## src/rtl/pipe_pkg.sv

```systemverilog
// rtl/pipe_pkg.sv - shared encodings and types for the D/E hazard controller
package pipe_pkg;

   localparam int RF_IDX_W = 5;

   localparam logic [2:0] WB_NONE = 3'd0;
   localparam logic [2:0] WB_ALU  = 3'd1;
   localparam logic [2:0] WB_MEM  = 3'd2;
   localparam logic [2:0] WB_PC4  = 3'd3;
   localparam logic [2:0] WB_CSR  = 3'd4;

   localparam logic [1:0] FWD_RF = 2'd0;
   localparam logic [1:0] FWD_M  = 2'd1;
   localparam logic [1:0] FWD_W  = 2'd2;

   typedef enum logic [1:0] {
      RUN,
      LDUSE,
      CSR_DRAIN,
      MEM_FREEZE
   } hz_state_t;

   typedef struct packed {
      logic                valid;
      logic [RF_IDX_W-1:0] rd;
      logic [2:0]          wb_src;
   } sb_entry_t;

   // An entry only counts as a producer if it really writes a non-zero register.
   function automatic logic sb_writes(input sb_entry_t e);
      return e.valid && (e.wb_src != WB_NONE) && (e.rd != '0);
   endfunction

endpackage

```

## src/rtl/hz_scoreboard.sv

```systemverilog
// rtl/hz_scoreboard.sv - M/W stage scoreboard and execute operand forwarding selects
module hz_scoreboard
   import pipe_pkg::*;
#(
   parameter int REG_W = 5
) (
   input  logic             clk,
   input  logic             nrst,
   input  logic             advance,
   input  logic             ex_valid,
   input  logic [REG_W-1:0] ex_rd,
   input  logic [2:0]       ex_wb_src,
   input  logic [REG_W-1:0] ex_rs1,
   input  logic [REG_W-1:0] ex_rs2,
   output logic             m_valid,
   output logic             w_valid,
   output logic [1:0]       fwd_sel1,
   output logic [1:0]       fwd_sel2
);

   sb_entry_t m_q;
   sb_entry_t w_q;

   always_ff @(posedge clk or negedge nrst) begin
      if (!nrst) begin
         m_q <= '{valid: 1'b0, rd: '0, wb_src: WB_NONE};
         w_q <= '{valid: 1'b0, rd: '0, wb_src: WB_NONE};
      end else if (advance) begin
         m_q <= '{valid: ex_valid, rd: ex_rd, wb_src: ex_wb_src};
         w_q <= m_q;
      end
   end

   // A load in M has no data yet, so only W may supply a loaded value.
   function automatic logic [1:0] fwd_of(input logic [REG_W-1:0] rs);
      if (sb_writes(m_q) && (rs == m_q.rd) && (m_q.wb_src != WB_MEM))
         return FWD_M;
      else if (sb_writes(w_q) && (rs == w_q.rd))
         return FWD_W;
      else
         return FWD_RF;
   endfunction

   assign fwd_sel1 = fwd_of(ex_rs1);
   assign fwd_sel2 = fwd_of(ex_rs2);
   assign m_valid  = m_q.valid;
   assign w_valid  = w_q.valid;

endmodule

```

## src/rtl/d_e_hazard_ctrl.sv

```systemverilog
// rtl/d_e_hazard_ctrl.sv - stall, bubble, flush and forwarding control for the D/E register
module d_e_hazard_ctrl
   import pipe_pkg::*;
#(
   parameter int REG_W     = 5,
   parameter int DRAIN_MAX = 3
) (
   input  logic             clk,
   input  logic             nrst,
   input  logic             dec_valid,
   input  logic [REG_W-1:0] dec_rs1,
   input  logic [REG_W-1:0] dec_rs2,
   input  logic [1:0]       dec_dep,
   input  logic             dec_is_csr,
   input  logic             ex_valid,
   input  logic [REG_W-1:0] ex_rs1,
   input  logic [REG_W-1:0] ex_rs2,
   input  logic [REG_W-1:0] ex_rd,
   input  logic [2:0]       ex_wb_src,
   input  logic             mem_wait,
   input  logic             branch_taken,
   output logic             stall_fd,
   output logic             stall_de,
   output logic             bubble_de,
   output logic             flush_fd,
   output logic [1:0]       fwd_sel1,
   output logic [1:0]       fwd_sel2
);

   localparam int CNT_W = $clog2(DRAIN_MAX + 1);

   hz_state_t        state_q, state_d;
   hz_state_t        saved_q, saved_d;
   hz_state_t        eff_state;
   logic [CNT_W-1:0] cnt_q, cnt_d;

   logic stall_fd_c, stall_de_c, bubble_de_c, flush_fd_c;
   logic m_valid, w_valid;
   logic load_use, csr_hit, pipe_empty;

   hz_scoreboard #(.REG_W(REG_W)) u_sb (
      .clk       (clk),
      .nrst      (nrst),
      .advance   (!stall_de_c && !mem_wait),
      .ex_valid  (ex_valid),
      .ex_rd     (ex_rd),
      .ex_wb_src (ex_wb_src),
      .ex_rs1    (ex_rs1),
      .ex_rs2    (ex_rs2),
      .m_valid   (m_valid),
      .w_valid   (w_valid),
      .fwd_sel1  (fwd_sel1),
      .fwd_sel2  (fwd_sel2)
   );

   assign pipe_empty = !ex_valid && !m_valid && !w_valid;
   assign load_use   = dec_valid && ex_valid && (ex_wb_src == WB_MEM) && (ex_rd != '0) &&
                       ((dec_dep[0] && (dec_rs1 == ex_rd)) || (dec_dep[1] && (dec_rs2 == ex_rd)));
   assign csr_hit    = dec_valid && dec_is_csr && !pipe_empty;

   // On the cycle mem_wait drops, behave as the state that was frozen.
   assign eff_state = (state_q == MEM_FREEZE) ? saved_q : state_q;

   always_ff @(posedge clk or negedge nrst) begin
      if (!nrst) begin
         state_q <= RUN;
         saved_q <= RUN;
         cnt_q   <= '0;
      end else begin
         state_q <= state_d;
         saved_q <= saved_d;
         cnt_q   <= cnt_d;
      end
   end

   always_comb begin
      state_d     = state_q;
      saved_d     = saved_q;
      cnt_d       = cnt_q;
      stall_fd_c  = 1'b0;
      stall_de_c  = 1'b0;
      bubble_de_c = 1'b0;
      flush_fd_c  = 1'b0;
      if (mem_wait) begin
         stall_fd_c = 1'b1;
         stall_de_c = 1'b1;
         state_d    = MEM_FREEZE;
         if (state_q != MEM_FREEZE)
            saved_d = state_q;
      end else if (branch_taken) begin
         flush_fd_c  = 1'b1;
         bubble_de_c = 1'b1;
         state_d     = RUN;
         cnt_d       = '0;
      end else begin
         state_d = RUN;
         case (eff_state)
            RUN: begin
               if (load_use) begin
                  stall_fd_c  = 1'b1;
                  bubble_de_c = 1'b1;
                  state_d     = LDUSE;
               end else if (csr_hit) begin
                  stall_fd_c  = 1'b1;
                  bubble_de_c = 1'b1;
                  cnt_d       = CNT_W'(DRAIN_MAX - 1);
                  state_d     = CSR_DRAIN;
               end
            end
            CSR_DRAIN: begin
               if (!pipe_empty && (cnt_q != '0)) begin
                  stall_fd_c  = 1'b1;
                  bubble_de_c = 1'b1;
                  cnt_d       = cnt_q - 1'b1;
                  state_d     = CSR_DRAIN;
               end
            end
            default: ;
         endcase
      end
   end

   assign stall_fd  = nrst && stall_fd_c;
   assign stall_de  = nrst && stall_de_c;
   assign bubble_de = nrst && bubble_de_c;
   assign flush_fd  = nrst && flush_fd_c;

endmodule

```

## config.mk

```make
export PLATFORM = sky130hd
export DESIGN_NAME = d_e_hazard_ctrl
export DESIGN_NICKNAME = d
export VERILOG_FILES = /design/src/rtl/pipe_pkg.sv /design/src/rtl/hz_scoreboard.sv /design/src/rtl/d_e_hazard_ctrl.sv
export SDC_FILE = /design/constraint.sdc
export NUM_CORES = 1
export LEC_CHECK = 0
export ABC_AREA = 0
export CORE_MARGIN = 2
export CORE_UTILIZATION = 40
export DETAILED_ROUTE_END_ITERATION = 10
export PLACE_DENSITY = 0.66
export SYNTH_ARGS = -nofsm -noshare
export SYNTH_HDL_FRONTEND = slang
export SYNTH_SLANG_ARGS = --single-unit
```

## constraint.sdc

```tcl
create_clock -name clk -period 2.8 [get_ports clk]
set_clock_uncertainty 0.05 [all_clocks]
set_input_delay 0.42 -clock clk [delete_from_list [all_inputs] [get_ports clk]]
set_output_delay 0.42 -clock clk [all_outputs]
set_load 0.005 [all_outputs]
```

==> Word level (Yosys, flattened, before mapping) <==
Index checks and enable logic that the tools add are counted.
{ "totals": {"register_bits": 24, "input_bits": 37, "output_inout_bits": 8, "wordCells": 95} }
{ "classes": {"addsub": 1, "n_eq_ne": 14, "muxes": 27, "bitwise": 1, "reduce_logical": 43} }
{ "ops": {"columns": ["operator", "n"], "rows": [
  ["5-bit == test", 6],
  ["2-bit two-way mux", 14],
  ["1-bit logical AND", 26],
  ["5-bit nonzero test", 3],
  ["1-bit two-way mux", 10],
  ["3-bit inequality test (second input constant)", 3],
  ["3-bit nonzero test", 3],
  ["2-bit one-hot mux with 2 select lines", 2],
  ["1-bit zero test", 6],
  ["5-bit AND reduction", 1],
  ["2-bit == test (second input constant)", 2],
  ["3-bit by 2-bit == test with 1-bit output (second input constant)", 1],
  ["3-bit by 2-bit inequality test with 1-bit output (second input constant)", 1],
  ["2-bit zero test", 1],
  ["2-bit inequality test (second input constant)", 1],
  ["1-bit one-hot mux with 2 select lines", 1],
  ["2-bit AND reduction", 1],
  ["2-bit nonzero test", 1],
  ["2-bit by 1-bit subtractor with 2-bit output (second input constant)", 1],
  ["1-bit logical OR", 1],
  ["1-bit NOT", 1]
]} }

==> Depth between registers and ports, before layout <==
Gate-level depths: netlist (run 1).
{ "logic_depth": {"word_depth": 11, "depth_mapped": 7, "mapped_depth_nobuf": 7} }

==> By module <==
Synthesis (run 1) repeated with hierarchy kept, for this count alone.
{ "hier_totals": {"cells_unflattened": 141, "hier_area_um2": 1507.7} }
{ "by_module_without_submodules": {"columns": ["module", "n_inst", "cells_each", "area_per_inst_um2", "seq_area_each_um2"], "rows": [
  ["hz_scoreboard", 1, 75, 935.9, 450.4],
  ["d_e_hazard_ctrl", 1, 66, 571.8, 150.1]
]} }

==> Worst setup path before layout (run 1) <==
OpenSTA, ideal clock, no wires.
{ "synth_timing": {"kind": "register to output", "startpoint": "register u_sb.m_q[4] (netlist name)", "endpoint": "output port fwd_sel1[1]", "arrival_time_ns": 1.536, "required_time_ns": 2.330, "slack_ns": 0.794, "stages_incl_launch_ff": 5, "path_buffers": 0, "path_cell_list": "dfrtp_1 > or4_1 > o221ai_1 > nor4_1 > nor4_1"} }
{ "synth_between": {"elab_chain_len": 5, "elab_cells_between_ends": 6, "classes_between": "eq/ne (1); mux (1); reduce/logical (4)"} }
{ "synth_rtl": {"columns": ["element", "line_no", "source"], "rows": [
  ["from (decl)", "hz_scoreboard.sv:21", "sb_entry_t m_q;"],
  ["from (signal assigned)", "hz_scoreboard.sv:26", "m_q <= '{valid: 1'b0, rd: '0, wb_src: WB_NONE};"],
  ["from (signal assigned)", "hz_scoreboard.sv:29", "m_q <= '{valid: ex_valid, rd: ex_rd, wb_src: ex_wb_src};"],
  ["5-bit nonzero test", "pipe_pkg.sv:31", "return e.valid && (e.wb_src != WB_NONE) && (e.rd != '0);"],
  ["1-bit logical AND", "pipe_pkg.sv:31", null],
  ["1-bit logical AND * (2 in a row)", "hz_scoreboard.sv:36", "if (sb_writes(m_q) && (rs == m_q.rd) && (m_q.wb_src != WB_MEM))"],
  ["2-bit two-way mux *", "hz_scoreboard.sv:36", null],
  ["to (decl)", "d_e_hazard_ctrl.sv:26", "output logic [1:0] fwd_sel1,"]
]} }
Every way passes the cells marked *; elsewhere a longest branch is shown, timed or not.

==> Worst setup path after layout (run 1) <==
{ "layout_timing": {"startpoint": "input port ex_rs2[4]", "endpoint": "output port fwd_sel2[0]"} }
{ "layout_between": {"elab_chain_len": 4} }
{ "layout_rtl": {"columns": ["element", "line_no", "source"], "rows": [
  ["from (decl)", "d_e_hazard_ctrl.sv:17", "input logic [REG_W-1:0] ex_rs2,"],
  ["5-bit == test", "hz_scoreboard.sv:36", null],
  ["1-bit logical AND (2 in a row)", "hz_scoreboard.sv:36", null],
  ["2-bit two-way mux", "hz_scoreboard.sv:36", null],
  ["to (decl)", "d_e_hazard_ctrl.sv:27", "output logic [1:0] fwd_sel2"]
]} }
No other way between the ends.

==> qor.txt, run 1 <==
====================================================================================
Clock sink total                                                                  24
Area fraction in and, or, nand and nor cells after synthesis                   15.9%
Inserted Diodes                                                                    0
Least-Margin Pin Slew                                                         602 ps
Total clock buffers created by CTS                                                 3
Detailed placement HPWL                                                      2.87 mm
Ratio of final minimum period to clock period                                  91.9%
Worst-path clk slew                                                            90 ps
Maximum ir drop on the vdd rail                                             0.236 mV
Most frequent cells in the layout                                       36 x sky130_fd_sc_hd__clkdlybuf4s50_1, 24 x sky130_fd_sc_hd__dfrtp_1, 18 x sky130_fd_sc_hd__mux2_2
CTS Root Buffer Type                                                    sky130_fd_sc_hd__clkbuf_8
Arrival time reported for the critical path endpoint                         2100 ps
Max Transition Viols Final                                                         0
Wire per inst                                                                14.5 um
Relative slew margins                                                          58.8%
Maximum number of buffers from clock root to sink                                  2
Post-synth cell types                                                             38
Tmin final                                                                   2570 ps
Parity-gate share of the synthesized area counting xor and xnor cells          17.5%
Hold Path Sink                                                           u_sb.w_q[1]
Most common library cell in the layout ignoring fill and taps           sky130_fd_sc_hd__clkdlybuf4s50_1
DRT iter0 DRCs                                                                    44
Area of the die                                                            4250 um^2
Antenna violations before repair                                                   0
Count of synthesis-stage warnings from yosys                                       0
Post-synthesis adder-cell area fraction                                       0.835%
Final-stage net count                                                            240
Remaining global-route overflow                                                    0
Share of cell area taken by muxes after synthesis                              13.5%
TritonCTS clock tree                                                           built
Placed Area                                                                2080 um^2
Synth top area cells                                                    sky130_fd_sc_hd__dfrtp_1 40%, sky130_fd_sc_hd__mux2_2 14%, sky130_fd_sc_hd__xnor2_1 9.4%, sky130_fd_sc_hd__xor2_1 8.2%, sky130_fd_sc_hd__nor2_1 3.3%
Total instance count after detailed placement                                    245
Worst skew pair latency                                                       270 ps
First-pass GRT wire length                                                   6.01 mm
Cell count of the worst hold path                                                  1
Mean instance size in the synthesized netlist                              10.5 um^2
GRT Total Usage                                                                18.1%
Power density cells                                                      491 nW/um^2
Worst R2R Path Depth                                                               6
#FFs+latches synth                                                                24
Worst setup path category                                               primary input to output port
Worst min-delay path class                                              flop to flop
Max-capacitance violation count                                                    0
Total I/O pin count                                                               45
Drt drc                                                                            0
Critical register-to-register path startpoint                               cnt_q[0]
DRT Wirelength                                                               3.61 mm
Starting utilization of the core area                                          41.2%
Growth of design area from synthesis to finish                                 44.7%
Count of final setup violators                                                     0
Type of element launching the critical path                             primary input
Pin count of the biggest net entering global routing                              25
Power after layout                                                           1.06 mW
HP Start                                                                 u_sb.m_q[1]
Largest area contributor in the synthesized netlist                     sky130_fd_sc_hd__dfrtp_1
Gate Count Post-Synth                                                            143
Filler cell count                                                                337
Reg2Reg Setup Slack                                                           950 ps
Leakage power                                                               0.883 nW
Floorplan die height                                                         65.2 um
Critical path data required time                                             2330 ps
Combinational family with the most area after synthesis                 XOR/XNOR gates
Post-route cell area                                                       2170 um^2
Area of the core                                                           3630 um^2
Post-cts gate resize count                                                        11
Number of routed nets with antenna violations                                      0
First-pass iteration count of the detailed router                                  4
Row Count                                                                         22
RSZ-0062 raised after global routing                                              no
Port-buffer cells                                                                 44
Number of global-route vias before repair                                       1337
Total via count in the routed design                                            1285
Number of hold violations in the final report                                      0
Highest Clock Rate                                                           389 MHz
Maximum level of the CTS H-tree                                                    1
Die Wd                                                                       65.2 um
Routability congestion estimate from global placement                          0.915
Nature of the critical path endpoint                                     output port
Number of buffers inserted for hold repair after clock tree synthesis              0
Non-filler instance count after layout                                           249
Area of the mapped netlist                                                 1500 um^2
Syn nets                                                                         181
Vias per std cell                                                               5.16
Critical path peak fanout                                                          2
Worst r2r dst                                                               cnt_q[0]
Result of the run                                                       complete, no violations
Fraction of the mapped netlist area in compound gates                          10.4%
Portion of the post-synthesis area used by sequential elements                 40.1%
Share of the synthesized area in the top cell type                             40.1%
Share of final-layout standard cells stronger than drive strength 1            19.9%
Setup Fix Bufs, Post-CTS                                                           0
====================================================================================
-- area by class of cell --
class	count	area [um^2]	area share (%)
Sequential cell	24	601	27.7
Timing Repair Buffer	57	528	24.4
Clock inverter	1	30.0	1.39
Inverter	4	15.0	0.693
Tap cell	48	60.1	2.77
Multi-Input combinational cell	112	892	41.2
Clock buffer	3	41.3	1.91
-- registers in the layout (all words and copies together), names as in the netlist --
name / flops
u_sb.w_valid: 1
cnt_q: 2
u_sb.w_q: 8
state_q: 2
u_sb.m_q: 8
u_sb.m_valid: 1
saved_q: 2
-- power breakdown --
group,switching (mW),total (mW),internal (mW)
Combinational,0.138,0.317,0.179
Clock,0.110,0.301,0.191
Sequential,0.0473,0.446,0.398
Total,0.295,1.06,0.769
-- how the worst max path moves through the flow --
stage | slack, ps | startpoint | depth (start not counted) | to
final | 230 | ex_rs2[4] | 5 | fwd_sel2[0]
after global routing | 110 | ex_rs1[3] | 5 | fwd_sel1[0]
after CTS | 220 | ex_rs2[4] | 5 | fwd_sel2[0]
after detailed placement | -70 | ex_valid | 8 | bubble_de
after global placement | -50 | ex_valid | 8 | bubble_de
after floorplan | 790 | u_sb.m_q[4] | 4 | fwd_sel1[1]
-- synth_stat cells (all sizes together) --
| cell type | n |
|---|---|
| nand2 | 6 |
| a21oi | 3 |
| and4bb | 1 |
| o211ai | 1 |
| a32oi | 1 |
| inv | 4 |
| dfrtp | 24 |
| nand4 | 2 |
| o311ai | 1 |
| clkbuf | 3 |
| a2111o | 1 |
| ha | 1 |
| nor2b | 2 |
| o21ai | 2 |
| nand3b | 1 |
| nand3 | 3 |
| xor2 | 14 |
| nor4 | 4 |
| xnor2 | 16 |
| nor3 | 3 |
| mux2 | 18 |
| nor4bb | 1 |
| a2111oi | 2 |
| nor2 | 13 |
| a22oi | 1 |
| o31ai | 1 |
| a21boi | 2 |
| or4 | 4 |
| o22ai | 1 |
| a21o | 1 |
| and2 | 1 |
| o311a | 1 |
| nand2b | 2 |
| o221ai | 1 |
| o21bai | 1 |
-- worst max-delay path, cell delays in order --
cell and delay, ps:
sky130_fd_sc_hd__clkdlybuf4s50_1 510, sky130_fd_sc_hd__xnor2_1 140, sky130_fd_sc_hd__nand3_1 90, sky130_fd_sc_hd__nor4_1 370, sky130_fd_sc_hd__clkdlybuf4s50_1 580
-- metrics by stage --
stage | TNS [ps] | setup WS [ps] | util [%] | hold WS (ps)
2_1_floorplan | 0 | 794 | - | 74.4
3_3_place_gp | -99.6 | -51.3 | 57.4 | 434
3_5_place_dp | -132 | -65.0 | 57.4 | 441
4_1_cts | 0 | 216 | 59.6 | 461
5_1_grt | 0 | 108 | 59.6 | 471
6_report | 0 | 226 | 59.6 | 455
-- kinds of logic (layout without fill, tap and decap cells) --
logic type                 count (synthesis)  count (layout)
xor gates and xnor gates                  30              30
adders and majority gates                  1               1
buffers and inverters                      7              65
muxes                                     18              18
AOI/OAI and AO/OA                         20              20
DFF                                       24              24
and+or+nand+nor                           43              43
-- layer usage --
metal  global-route usage, %  routed length [um]  vias to the layer above
met5                       0                   0                        -
met4                    5.21                  15                        0
met3                    1.71                 107                        2
met2                    33.4                1870                       25
met1                    22.2                1610                      626
li1                        -                   -                      632
(Power assumes the default switching activity.)
==> run 2, diff against run 1 <==
CORE_MARGIN = 3   (was 2)
==> qor.txt, run 2 (synthesis results as in run 1) <==
====================================================================================
Final standard cell utilization of the core                                    66.5%   +6.8 points
Max-capacitance violation count                                                    0   unchanged
Worst skew pair latency                                                       260 ps   about the same
Met2 track demand over resource in global routing                              35.1%   +1.7 points
DRT Wirelength                                                               3.95 mm   +9.6%
Maximum level of the CTS H-tree                                                    1   unchanged
Starting utilization of the core area                                          43.2%   +2.0 points
Worst min-delay path class                                              primary input to flop
Filler cell count                                                                303   -10%
Number of global-route vias before repair                                       1440   +7.7%
CTS Root Buffer Type                                                    sky130_fd_sc_hd__clkbuf_8
Number of hold violations in the final report                                      0   unchanged
Most frequent cells in the layout                                       36 x sky130_fd_sc_hd__clkdlybuf4s50_1, 30 x sky130_fd_sc_hd__buf_4, 24 x sky130_fd_sc_hd__dfrtp_1
Share of final-layout standard cells stronger than drive strength 1            27.5%   +7.6 points
Vias per std cell                                                               5.14   -0.32%
Arrival time reported for the critical path endpoint                         2270 ps   +170 ps
Antenna violations before repair                                                   0   unchanged
Area of the die                                                            4510 um^2   +6.2%
Final-stage net count                                                            257   +7.1%
Most prevalent standard cell on the critical path                       sky130_fd_sc_hd__clkdlybuf4s50_1
Total clock buffers created by CTS                                                 3   unchanged
Post-route cell area                                                       2300 um^2   +6.4%
Number of buffers inserted for hold repair after clock tree synthesis              0   unchanged
Pin count of the biggest net entering global routing                              26   +4.0%
Biggest registers after layout                                          u_sb.m_q x8, u_sb.w_q x8
DRT iter0 DRCs                                                                    48   +9.1%
Area of the core                                                           3470 um^2   -4.5%
Routability congestion estimate from global placement                          0.852   -6.9%
GRT Total Usage                                                                19.2%   +1.1 points
Floorplan die height                                                         67.2 um   +3.1%
Met3 layer usage reported by global route                                      3.16%   +1.4 points
Remaining global-route overflow                                                    0   unchanged
Worst Path Buf+Inv                                                                 2   unchanged
Nature of the critical path endpoint                                     output port
Inserted Diodes                                                                    0   unchanged
Delay contributed by the slowest stage of the critical path                   600 ps   +20 ps
Clock sink total                                                                  24   unchanged
Result of the run                                                       complete, no violations
Wire per inst                                                                15.0 um   +3.4%
Sum Neg Setup Slack                                                             0 ps   unchanged
Max Transition Viols Final                                                         0   unchanged
Row Count                                                                         21   -4.5%
Worst setup path category                                               primary input to output port
Port-buffer cells                                                                 44   unchanged
Most common library cell in the layout ignoring fill and taps           sky130_fd_sc_hd__clkdlybuf4s50_1
Critical path data required time                                             2330 ps   about the same
Number of routed nets with antenna violations                                      0   unchanged
Maximum ir drop on the vdd rail                                             0.293 mV   +24%
First-pass iteration count of the detailed router                                  4   unchanged
Die Wd                                                                       67.2 um   +3.1%
Drt drc                                                                            0   unchanged
Largest delay contributor family on the critical path                   buffers and inverters
Leakage power                                                               0.971 nW   +10%
Growth of design area from synthesis to finish                                 53.9%
Maximum number of buffers from clock root to sink                                  2   unchanged
Ratio of final minimum period to clock period                                  97.9%   +6.0 points
Least-Margin Pin Slew                                                         664 ps   +61.6 ps
Critical path peak fanout                                                          2   unchanged
Highest Clock Rate                                                           365 MHz   -6.1%
Worst-path clk slew                                                            80 ps   about the same
Total I/O pin count                                                               45   unchanged
Power density cells                                                      442 nW/um^2   -9.8%
Count of final setup violators                                                     0   unchanged
Met1 global-route usage                                                        24.0%   +1.7 points
Tmin final                                                                   2740 ps   +168 ps
Type of element launching the critical path                             primary input
Crit path cell chain                                                    clkdlybuf4s50_1 > xnor2_1 > nand3_1 > nor4_1 > clkdlybuf4s50_1
Relative slew margins                                                          54.6%   -4.2 points
GR peak layer                                                                   met2
Detailed placement HPWL                                                      3.03 mm   +5.5%
First-pass GRT wire length                                                   6.60 mm   +9.9%
Total via count in the routed design                                            1358   +5.7%
Placed Area                                                                2080 um^2   -0.12%
Master of the slowest instance on the critical path                     sky130_fd_sc_hd__clkdlybuf4s50_1
TritonCTS clock tree                                                           built
====================================================================================
## run 2: cell types whose count changed in the layout (fill, tap and decap cells not counted), sizes merged
| cell | before | now |
|---|---|---|
| dlymetal6s2s | 0 | 2 |
| bufinv | 1 | 0 |
| clkbuf | 3 | 4 |
| dlygate4sd2 | 8 | 6 |
| buf | 13 | 30 |
## run 2: final cells by class
cell class	instances	area (um^2)	share of cell area [%]
multi-input combinational	112	913	39.6
timing repair buffer	74	663	28.8
sequential	24	601	26.1
tap	46	57.6	2.50
clock buffer	4	55.1	2.39
inverter	4	15.0	0.651
## run 2: worst paths after layout
| check | from | end | slack [ps] | cells after the start |
|---|---|---|---|---|
| setup / recovery | ex_rs1[1] | fwd_sel1[0] | 60 | 5 |
| hold / removal | ex_wb_src[1] | u_sb.m_q[1] | 430 | 2 |
| setup reg to reg | saved_q[1] | state_q[0] | 480 | 14 |
| hold reg to reg | u_sb.w_q[2] | u_sb.w_q[2] | 460 | 1 |
| max in group asynchronous | nrst | u_sb.w_q[3] | 1800 | 2 |
| min in group asynchronous | nrst | u_sb.w_q[0] | 660 | 2 |
## run 2: what timing repair did
action,4_1_cts,5_1_grt
endpoints found under the setup margin,4,1
resized for setup,10,4
setup buffers,16,1
pin swaps,2,2
## run 2: where the power goes
group	switching (mW)	internal [mW]
logic	0.151	0.198
clock network	0.105	0.125
registers	0.0418	0.398
## run 2: per-stage QoR
stage	setup WS, ps	hold WS [ps]	total power [mW]	instances
CTS	69.3	460	1.03	263
global route	-9.24	431	1.10	264
finish	58.1	430	1.02	264
global placement	-50.2	435	0.759	243
detailed placement	-63.0	442	0.770	243
floorplan	794	74.4	0.626	143
## run 2: per-layer routing
layer,vias to the layer above,routed length (um),part of all wire [%]
met2,33,2080,53
met3,2,194,4.9
met4,0,25,0.63
li1,669,-,-
met1,654,1650,42
met5,-,0,0
==> run 3, diff against run 2 <==
PLACE_DENSITY = 0.7   (was 0.66)
==> qor.txt, run 3 (synthesis results as in run 1) <==
====================================================================================
Result of the run                                                       complete, no violations
Maximum level of the CTS H-tree                                                    1   unchanged
Ratio of final minimum period to clock period                                  93.2%   -4.8 points
Filler cell count                                                                297   -2.0%
Total clock buffers created by CTS                                                 3   unchanged
Remaining global-route overflow                                                    0   unchanged
Wire per inst                                                                16.6 um   +11%
Hold Worst Slack                                                              476 ps   +45.5 ps
Type of element launching the critical path                             primary input
Max Transition Viols Final                                                         0   unchanged
DRT Wirelength                                                               4.11 mm   +3.9%
Tmin final                                                                   2610 ps   -134 ps
Most common library cell in the layout ignoring fill and taps           sky130_fd_sc_hd__clkdlybuf4s50_1
Power after layout                                                           1.02 mW   +0.48%
Total via count in the routed design                                            1347   -0.81%
Power density cells                                                      469 nW/um^2   +5.9%
TritonCTS clock tree                                                           built
Die Wd                                                                       67.2 um   unchanged
Inserted Diodes                                                                    0   unchanged
Critical path data required time                                             2330 ps   about the same
Area of the core                                                           3470 um^2   unchanged
Least-Margin Pin Slew                                                         458 ps   -206 ps
Leakage power                                                               0.916 nW   -5.7%
Number of hold violations in the final report                                      0   unchanged
Max-capacitance violation count                                                    0   unchanged
CTS Root Buffer Type                                                    sky130_fd_sc_hd__clkbuf_8
Placed Area                                                                2070 um^2   -0.36%
Port-buffer cells                                                                 44   unchanged
Count of final setup violators                                                     0   unchanged
Share of final-layout standard cells stronger than drive strength 1            22.3%   -5.2 points
Post-route cell area                                                       2190 um^2   -5.1%
Worst min-delay path class                                              flop to flop
Antenna violations before repair                                                   0   unchanged
Detailed placement HPWL                                                      3.27 mm   +7.9%
Row Count                                                                         21   unchanged
Final standard cell utilization of the core                                    63.1%   -3.4 points
Number of global-route vias before repair                                       1429   -0.76%
Drt drc                                                                            0   unchanged
Final worst setup slack                                                       192 ps   +134 ps
Most frequent cells in the layout                                       39 x sky130_fd_sc_hd__clkdlybuf4s50_1, 24 x sky130_fd_sc_hd__dfrtp_1, 18 x sky130_fd_sc_hd__mux2_2
Starting utilization of the core area                                          43.2%   unchanged
Maximum ir drop on the vdd rail                                             0.245 mV   -16%
Critical path peak fanout                                                          2   unchanged
Number of routed nets with antenna violations                                      0   unchanged
Worst-path clk slew                                                            80 ps   about the same
Routability congestion estimate from global placement                          0.791   -7.2%
Arrival time reported for the critical path endpoint                         2140 ps   -130 ps
Highest Clock Rate                                                           383 MHz   +5.1%
Minimum setup slack after placement                                         -38.2 ps   +24.8 ps
First-pass iteration count of the detailed router                                  4   unchanged
Worst setup path category                                               primary input to output port
DRT iter0 DRCs                                                                   103   +110%
Reg2Reg Setup Slack                                                           740 ps   +260 ps
Total I/O pin count                                                               45   unchanged
GRT Total Usage                                                                18.7%   -0.47 points
Biggest registers after layout                                          u_sb.m_q x8, u_sb.w_q x8
Pin count of the biggest net entering global routing                              25   -3.8%
Number of buffers inserted for hold repair after clock tree synthesis              0   unchanged
Final-stage net count                                                            241   -6.2%
Relative slew margins                                                          69.1%   +14 points
Floorplan die height                                                         67.2 um   unchanged
Worst skew pair latency                                                       260 ps   about the same
First-pass GRT wire length                                                   6.32 mm   -4.3%
RSZ-0062 raised after global routing                                              no
Area of the die                                                            4510 um^2   unchanged
Vias per std cell                                                               5.43   +5.6%
Nature of the critical path endpoint                                     output port
Clock sink total                                                                  24   unchanged
Growth of design area from synthesis to finish                                 46.0%
Maximum number of buffers from clock root to sink                                  2   unchanged
====================================================================================
-- run 3: cell count changes in the layout (fill, tap and decap cells not counted), moves of 2 or more --
| cell | delta |
|---|---|
| sky130_fd_sc_hd__a21oi_2 | +2 |
| sky130_fd_sc_hd__buf_4 | -16 |
| sky130_fd_sc_hd__dlygate4sd2_1 | -4 |
| sky130_fd_sc_hd__a21oi_1 | -2 |
| sky130_fd_sc_hd__clkdlybuf4s50_1 | +3 |
-- run 3: stage by stage --
stage	instances	TNS (ps)
5_1_grt	248	0
3_5_place_dp	242	-69.2
4_1_cts	247	0
3_3_place_gp	242	0
2_1_floorplan	143	0
6_report	248	0
-- run 3: path summary, 6_finish.rpt --
kind                                  start     endpoint  cells after the start
worst max-delay path              ex_rs2[1]  fwd_sel2[0]                      5
worst min-delay path            u_sb.w_q[2]  u_sb.w_q[2]                      1
worst max register to register     cnt_q[0]     cnt_q[1]                      7
worst min register to register  u_sb.w_q[2]  u_sb.w_q[2]                      1
max in group asynchronous              nrst  u_sb.w_q[7]                      2
min in group asynchronous              nrst  u_sb.w_q[2]                      2
-- run 3: cell type report --
| class | count | area [um^2] | area share (%) |
|---|---|---|---|
| Inverter | 4 | 15.0 | 0.686 |
| Clock buffer | 4 | 55.1 | 2.52 |
| Multi-Input combinational cell | 112 | 908 | 41.5 |
| Timing Repair Buffer | 58 | 551 | 25.2 |
| Tap cell | 46 | 57.6 | 2.63 |
| Sequential cell | 24 | 601 | 27.5 |
-- run 3: critical path, stage by stage --
cell and delay (ps):
sky130_fd_sc_hd__clkdlybuf4s50_1 510, sky130_fd_sc_hd__xnor2_1 140, sky130_fd_sc_hd__nand3_1 110, sky130_fd_sc_hd__nor4_1 380
sky130_fd_sc_hd__clkdlybuf4s50_1 570
-- run 3: what timing repair did --
item | 4_1_cts | 5_1_grt
pin swaps | 1 | 2
endpoints found under the setup margin | 4 | 3
gates resized for setup | 5 | 7
setup buffers | 1 | 1
-- run 3: power by group --
part	switching, mW	internal [mW]
sequential	0.0499	0.398
clock	0.105	0.125
combinational	0.155	0.191
-- run 3: metal layers --
| layer | vias up | track usage (%) | routed length, um |
|---|---|---|---|
| met2 | 46 | 35.0 | 2200 |
| met3 | 8 | 4.33 | 238 |
| met4 | 0 | 5.57 | 57 |
| met1 | 660 | 20.9 | 1610 |
| li1 | 633 | - | - |
| met5 | - | 0 | 0 |
